--- src/rtl/trigger_t_pkg.sv ---
// rtl/trigger_t_pkg.sv - shared constants and FSM state type for the T-trigger decoder
package trigger_t_pkg;

  localparam int DEFAULT_WIDTH = 8;

  localparam logic [15:0] TOGGLE_CNT_MAX = 16'hFFFF;

  // IDLE: no bits collected, SHIFT: partial word, FULL: output word pending
  typedef enum logic [1:0] {
    IDLE  = 2'd0,
    SHIFT = 2'd1,
    FULL  = 2'd2
  } state_t;

endpackage

--- src/rtl/trigger_t_decoder_toggle_detect.sv ---
// rtl/trigger_t_decoder_toggle_detect.sv - recovers t bits from T-trigger output level changes
module toggle_detect (
  input  logic clk,
  input  logic rst,
  input  logic q_in,
  output logic bit_o
);

  logic q_prev_q;

  // Track the previous level every cycle so gaps in sampling never create a spurious bit
  always_ff @(posedge clk or negedge rst) begin
    if (!rst) begin
      q_prev_q <= 1'b0;
    end else begin
      q_prev_q <= q_in;
    end
  end

  assign bit_o = q_in ^ q_prev_q;

endmodule

--- src/rtl/trigger_t_decoder.sv ---
// rtl/trigger_t_decoder.sv - deserialises T-trigger encoded bits into words with valid/ready output
module trigger_t_decoder
  import trigger_t_pkg::*;
#(
  parameter int WIDTH = DEFAULT_WIDTH
) (
  input  logic             clk,
  input  logic             rst,
  input  logic             q_in,
  input  logic             en,
  input  logic             clr,
  output logic [WIDTH-1:0] data_out,
  output logic             valid,
  input  logic             ready,
  output logic             overflow,
  output logic [15:0]      toggle_cnt
);

  localparam int CNT_W = $clog2(WIDTH);
  localparam logic [CNT_W-1:0] LAST_CNT = CNT_W'(WIDTH - 1);

  logic             dbit;
  logic [WIDTH-1:0] word;
  logic             last_bit;
  logic             valid_now;

  state_t           state_q,   state_d;
  logic [CNT_W-1:0] bit_cnt_q, bit_cnt_d;
  logic [WIDTH-1:0] shift_q,   shift_d;
  logic [WIDTH-1:0] data_q,    data_d;
  logic             ovf_q,     ovf_d;
  logic [15:0]      tcnt_q,    tcnt_d;
  logic             valid_d;

  toggle_detect u_toggle_detect (
    .clk   (clk),
    .rst   (rst),
    .q_in  (q_in),
    .bit_o (dbit)
  );

  assign valid_now = (state_q == FULL);
  assign word      = {shift_q[WIDTH-2:0], dbit};
  // clr suppresses the sample, so a word cannot complete on a clearing edge
  assign last_bit  = en && !clr && (bit_cnt_q == LAST_CNT);

  // Next-state: collection, output handshake, overflow and toggle counting
  always_comb begin
    bit_cnt_d = bit_cnt_q;
    shift_d   = shift_q;
    data_d    = data_q;
    ovf_d     = ovf_q;
    tcnt_d    = tcnt_q;
    valid_d   = valid_now;
    state_d   = state_q;

    if (clr) begin
      bit_cnt_d = '0;
      shift_d   = '0;
      ovf_d     = 1'b0;
    end else if (en) begin
      shift_d   = word;
      bit_cnt_d = last_bit ? '0 : bit_cnt_q + 1'b1;
      if (dbit && (tcnt_q != TOGGLE_CNT_MAX)) begin
        tcnt_d = tcnt_q + 16'd1;
      end
    end

    // A completing word may replace one being consumed on the same edge
    if (last_bit) begin
      if (!valid_now || ready) begin
        data_d  = word;
        valid_d = 1'b1;
      end else begin
        ovf_d = 1'b1;
      end
    end else if (valid_now && ready) begin
      valid_d = 1'b0;
    end

    if (valid_d) begin
      state_d = FULL;
    end else if (bit_cnt_d != '0) begin
      state_d = SHIFT;
    end else begin
      state_d = IDLE;
    end
  end

  // State and output registers
  always_ff @(posedge clk or negedge rst) begin
    if (!rst) begin
      state_q   <= IDLE;
      bit_cnt_q <= '0;
      shift_q   <= '0;
      data_q    <= '0;
      ovf_q     <= 1'b0;
      tcnt_q    <= '0;
    end else begin
      state_q   <= state_d;
      bit_cnt_q <= bit_cnt_d;
      shift_q   <= shift_d;
      data_q    <= data_d;
      ovf_q     <= ovf_d;
      tcnt_q    <= tcnt_d;
    end
  end

  assign data_out   = data_q;
  assign valid      = valid_now;
  assign overflow   = ovf_q;
  assign toggle_cnt = tcnt_q;

endmodule

--- config.mk ---
export PLATFORM = sky130hd
export DESIGN_NAME = trigger_t_decoder
export DESIGN_NICKNAME = d
export VERILOG_FILES = /design/src/rtl/trigger_t_pkg.sv /design/src/rtl/trigger_t_decoder_toggle_detect.sv /design/src/rtl/trigger_t_decoder.sv
export SDC_FILE = /design/constraint.sdc
export NUM_CORES = 1
export LEC_CHECK = 0
export ABC_CLOCK_PERIOD_IN_PS = 5330
export BUFFER_PORTS_ARGS = -buffer_cell sky130_fd_sc_hd__buf_4
export CAP_MARGIN = 0
export CORE_ASPECT_RATIO = 1.75
export CORE_UTILIZATION = 58
export CTS_CLUSTER_DIAMETER = 100
export DETAILED_ROUTE_END_ITERATION = 7
export PLACE_DENSITY = 0.83
export SYNTH_ARGS = -nofsm -noshare
export SYNTH_HDL_FRONTEND = slang
export SYNTH_HIERARCHICAL = 1
export SYNTH_SLANG_ARGS = --single-unit
--- constraint.sdc ---
create_clock -name clk -period 5.33 [get_ports clk]
set_input_delay 0.533 -clock clk [delete_from_list [all_inputs] [get_ports clk]]
set_output_delay 0.533 -clock clk [all_outputs]
set_load 0.005 [all_outputs]
---- Yosys cells after proc, flatten, opt, wreduce, memory -nomap -nowiden ----
Index checks and enable logic that the tools add are counted.
operators by class
  add/sub/neg operators ................... 2
  equal/unequal tests ..................... 3
  muxes and demuxes ....................... 13
  bitwise operators ....................... 2
  reduce and logical (&&, ||, !) cells .... 11
operators by type and width
  kind                                                              number
  16-bit by 1-bit adder with 16-bit output (second input constant)  1
  16-bit inequality test (second input constant)                    1
  7-bit 2-to-1 mux                                                  2
  3-bit 2-to-1 mux                                                  3
  1-bit 2-to-1 mux                                                  7
  1-bit logical AND                                                 4
  3-bit by 1-bit adder with 3-bit output (second input constant)    1
  3-bit == test (second input constant)                             1
  3-bit AND reduction                                               1
  3-bit nonzero test                                                1
  2-bit == test (second input constant)                             1
  1-bit zero test                                                   2
  2-bit 2-to-1 mux                                                  1
  2-bit AND reduction                                               1
  2-bit nonzero test                                                1
  1-bit logical OR                                                  1
  1-bit inverter                                                    1
  1-bit XOR                                                         1
storage, ports and cells
  bits in registers ....................... 38
  bits of input ports ..................... 6
  logic and storage cells ................. 38

---- Logic depth before layout (Yosys ltp) ----
  depth in word-level cells ............... 9
  gate-level depth with buffers ........... 6

---- By module ----
The synthesis kept the hierarchy.
by module, submodules not included
  module             instances  cells each  area each (um^2)  sequential area each (um^2)
  trigger_t_decoder  1          137         1,660.3           925.9
  toggle_detect      1          2           33.8              25.0

---- Worst setup path before layout ----
Ideal clock, no wire load.
  path type ............................... register to register
  start ................................... reg tcnt_q[0] (netlist: toggle_cnt[0])
  end ..................................... reg tcnt_q[1] (netlist: toggle_cnt[1])
  library setup time ...................... 0.125 ns
  arrival time ............................ 1.617 ns
  required time ........................... 5.205 ns
  path slack .............................. 3.588 ns
  stages on the path, launching flop included .. 5
  clock period less this slack ............ 1.742 ns
  path through ............................ dfrtp_1 -> ha_1 -> nand3_2 -> o41ai_4 -> mux2_4
on the way
  word-level cells in the longest chain between the ends .. 3
RTL lines
  item                                                                              line                      text
  from (decl)                                                                       trigger_t_decoder.sv:32   logic [15:0] tcnt_q, tcnt_d;
  from (signal assigned)                                                            trigger_t_decoder.sv:105  tcnt_q <= tcnt_d;
  branches (longest 3 deep; another with 16-bit by 1-bit adder with 16-bit output)  --
Parallel ways; which one is timed is not known.
A chain may end at the register's enable or synchronous reset.

---- Worst setup path after layout ----
Ends and elaborated chain as after synthesis.

==> run metrics <==
most common cell after layout, fill and taps aside dfrtp_1; Synth Flop Type dfrtp_1; pwr dens between 300 and 400 nW/um^2; Die Ht 73.5 um; Tmin final roughly 1900 ps; CP peak stage delay between 600 and 700 ps; CP Cell Sequence ha_1 -> nand3_2 -> o41ai_4 -> mux2_4; Final ANT Viol Nets 0; pin count of the biggest net entering global routing 39; DP HPWL about 2200 um; Slowest cell on crit path o41ai_4; HP Class in -> async; RSZ-0062 raised after global routing no; Post-synth EDFFs 0; Final Slew Violations 0; share of cells above drive strength 1 around 30%; Synth area leader dfrtp_1; critical path's top delay family compound AO/OA/AOI/OAI gates; clock tree buffer depth 2; P_leak 1.12 nW; core box area about 2700 um^2; commonest non-fill, non-tap cells in the layout 38 x dfrtp_1, 31 x buf_4, 22 x nor2_1, 15 x xor2_1; row cnt 25; Post-Route WL around 3100 um; Avg WL per Cell around 15 um; Final WS setup around 3400 ps; synth warn 6; maximum clock frequency 521 MHz; GPL Wtd Cong between 0.7 and 0.8; clock network fraction of total power between 30% and 40%; synthesized area per cell 12.2 um^2; Max Cap Violations 0; Worst slew margin 59.3%; ratio of final minimum period to clock period between 30% and 40%; Sequential Power Share between 50% and 60%; crit path launch type flop; Logic pwr share between 10% and 20%; # hold bufs at CTS 0; post-CTS resize count 0; Initial DRC Count 25; cell count after synthesis 139; DR vias about 1200; area grow syn2layout 20.8%; CP bufs+invs 0; Clock H-tree levels 2; kind of critical path reg -> reg; CTS tree done; sequential-to-total area share from yosys stat around 56%; worst skew pair latency slightly below 300 ps; setup TNS 0 ps; status finished, final reports clean; Sw Share between 20% and 30%; Internal Power between 0.4 and 0.5 mW; switching power total approximately 0.17 mW; clk slew on worst S/H paths 70 ps; ys async rst share 100%; io pins 32; synth top area cells dfrtp_1 56%, xor2_1 7.8%, mux2_2 5.3%; final cell count without fillers 203; TritonCTS sink count 38; Via-to-Cell Ratio 5.77; Synth cell types 32; top cell type's share of synthesized area between 50% and 60%; IO buf count 31; r2r setup slk about 3400 ps; Setup-failing EPs final 0; initial antenna violation count 0; critical path peak fanout 9; total grt overflow 0; VDD IR max 0.254 mV; number of global-route vias before repair approximately 1200; Hold Vio Cnt, Final 0; Root Buffer clkbuf_8; Critical Path End Type flop; Max Clock Skew a little under 4 ps; Mapped Area 1690 um^2; Post-Syn Nets 148; TritonRoute pass-1 iters 4; CTS buffer count 5; Die ar. about 3100 um^2; first-pass GRT wire length about 5400 um; n_diodes 0; worst path required time around 5500 ps; die width about 43 um; Total GRT Usage 23.5%; WP data arrival roughly 2100 ps; remaining routing DRC violations 0; slew at the pin closest to its max-slew limit between 600 and 700 ps; FF+latch count, synth 38; Post-CTS Setup Repair Bufs 0; Final nets between 150 and 200; pre-CTS WS approximately 3400 ps; initial core utilization roughly 62%; # placed instances slightly below 200
[cell families (layout without fill, tap and decap cells)]
| kind of cell | count (synthesis) | count (layout) | synth area share (%) |
|---|---|---|---|
| buffers and inverters | 5 | 42 | 1.18 |
| adders and majority gates | 3 | 3 | 2.22 |
| xor gates and xnor gates | 16 | 16 | 8.27 |
| AOI/OAI and AO/OA | 5 | 5 | 3.10 |
| DFF | 38 | 38 | 56.1 |
| muxes | 17 | 17 | 10.9 |
| and+or+nand+nor | 55 | 55 | 18.2 |
[power by group through the flow]
| stage | Sequential (mW) | Clock [mW] | Combinational, mW |
|---|---|---|---|
| floorplan | 0.340 | 0 | 0.0415 |
| global placement | 0.342 | 0 | 0.0834 |
| detailed placement | 0.345 | 0 | 0.0852 |
| CTS | 0.340 | 0.215 | 0.0860 |
| global route | 0.342 | 0.224 | 0.0934 |
| finish | 0.340 | 0.207 | 0.0846 |
[layer usage]
| layer | global-route usage [%] | routed length (um) | vias to the layer above | share of wire, % |
|---|---|---|---|---|
| met2 | 40.4 | 1760 | 34 | 56 |
| met3 | 6.63 | 131 | 6 | 4.2 |
| met4 | 12.5 | 62 | 0 | 2.0 |
| met5 | 0 | 0 | - | 0 |
| met1 | 25.8 | 1170 | 576 | 37 |
| li1 | - | - | 555 | - |
[synthesized netlist by cell type, drive strengths merged, types with 3 or more instances]
library cell	number
xor2	15
nand3	5
dfrtp	38
nor3	3
nor2	22
inv	3
ha	3
mux2	9
nand2	7
nand4	5
mux2i	8
[per-stage QoR]
step / utilization (%) / cell area [um^2] / hold slack, ps / power [mW]
final: 75.2 / 2050 / 192 / 0.631
after global routing: 75.2 / 2050 / 218 / 0.659
after CTS: 75.2 / 2050 / 197 / 0.641
after detailed placement: 71.7 / 1950 / 484 / 0.430
after global placement: 71.7 / 1950 / 483 / 0.425
after floorplan: - / 1690 / 237 / 0.382
[registers in the layout, indices dropped and copies added (netlist names)]
register                  cells
toggle_cnt                   16
data_out                      8
shift_q                       7
bit_cnt_q                     3
state_q                       2
overflow                      1
u_toggle_detect/q_prev_q      1
[final timing paths]
check	from	endpoint	cells after the start
worst max-delay path	toggle_cnt[0]	toggle_cnt[1]	4
worst min-delay path	rst	overflow	1
worst min register to register	overflow	overflow	2
max in group asynchronous	rst	toggle_cnt[5]	1
worst max register to register	toggle_cnt[0]	toggle_cnt[1]	4
min in group clk	q_in	u_toggle_detect/q_prev_q	1
[area by class of cell]
cell class | count | area [um^2]
clock buffers | 6 | 82.6
repair buffers | 31 | 233
multi-input cells | 96 | 723
inverters | 3 | 11.3
flip-flops and latches | 38 | 951
well taps | 27 | 33.8
clock inverters | 2 | 12.5
fillers | 182 | 674
(Power assumes the default switching activity.)
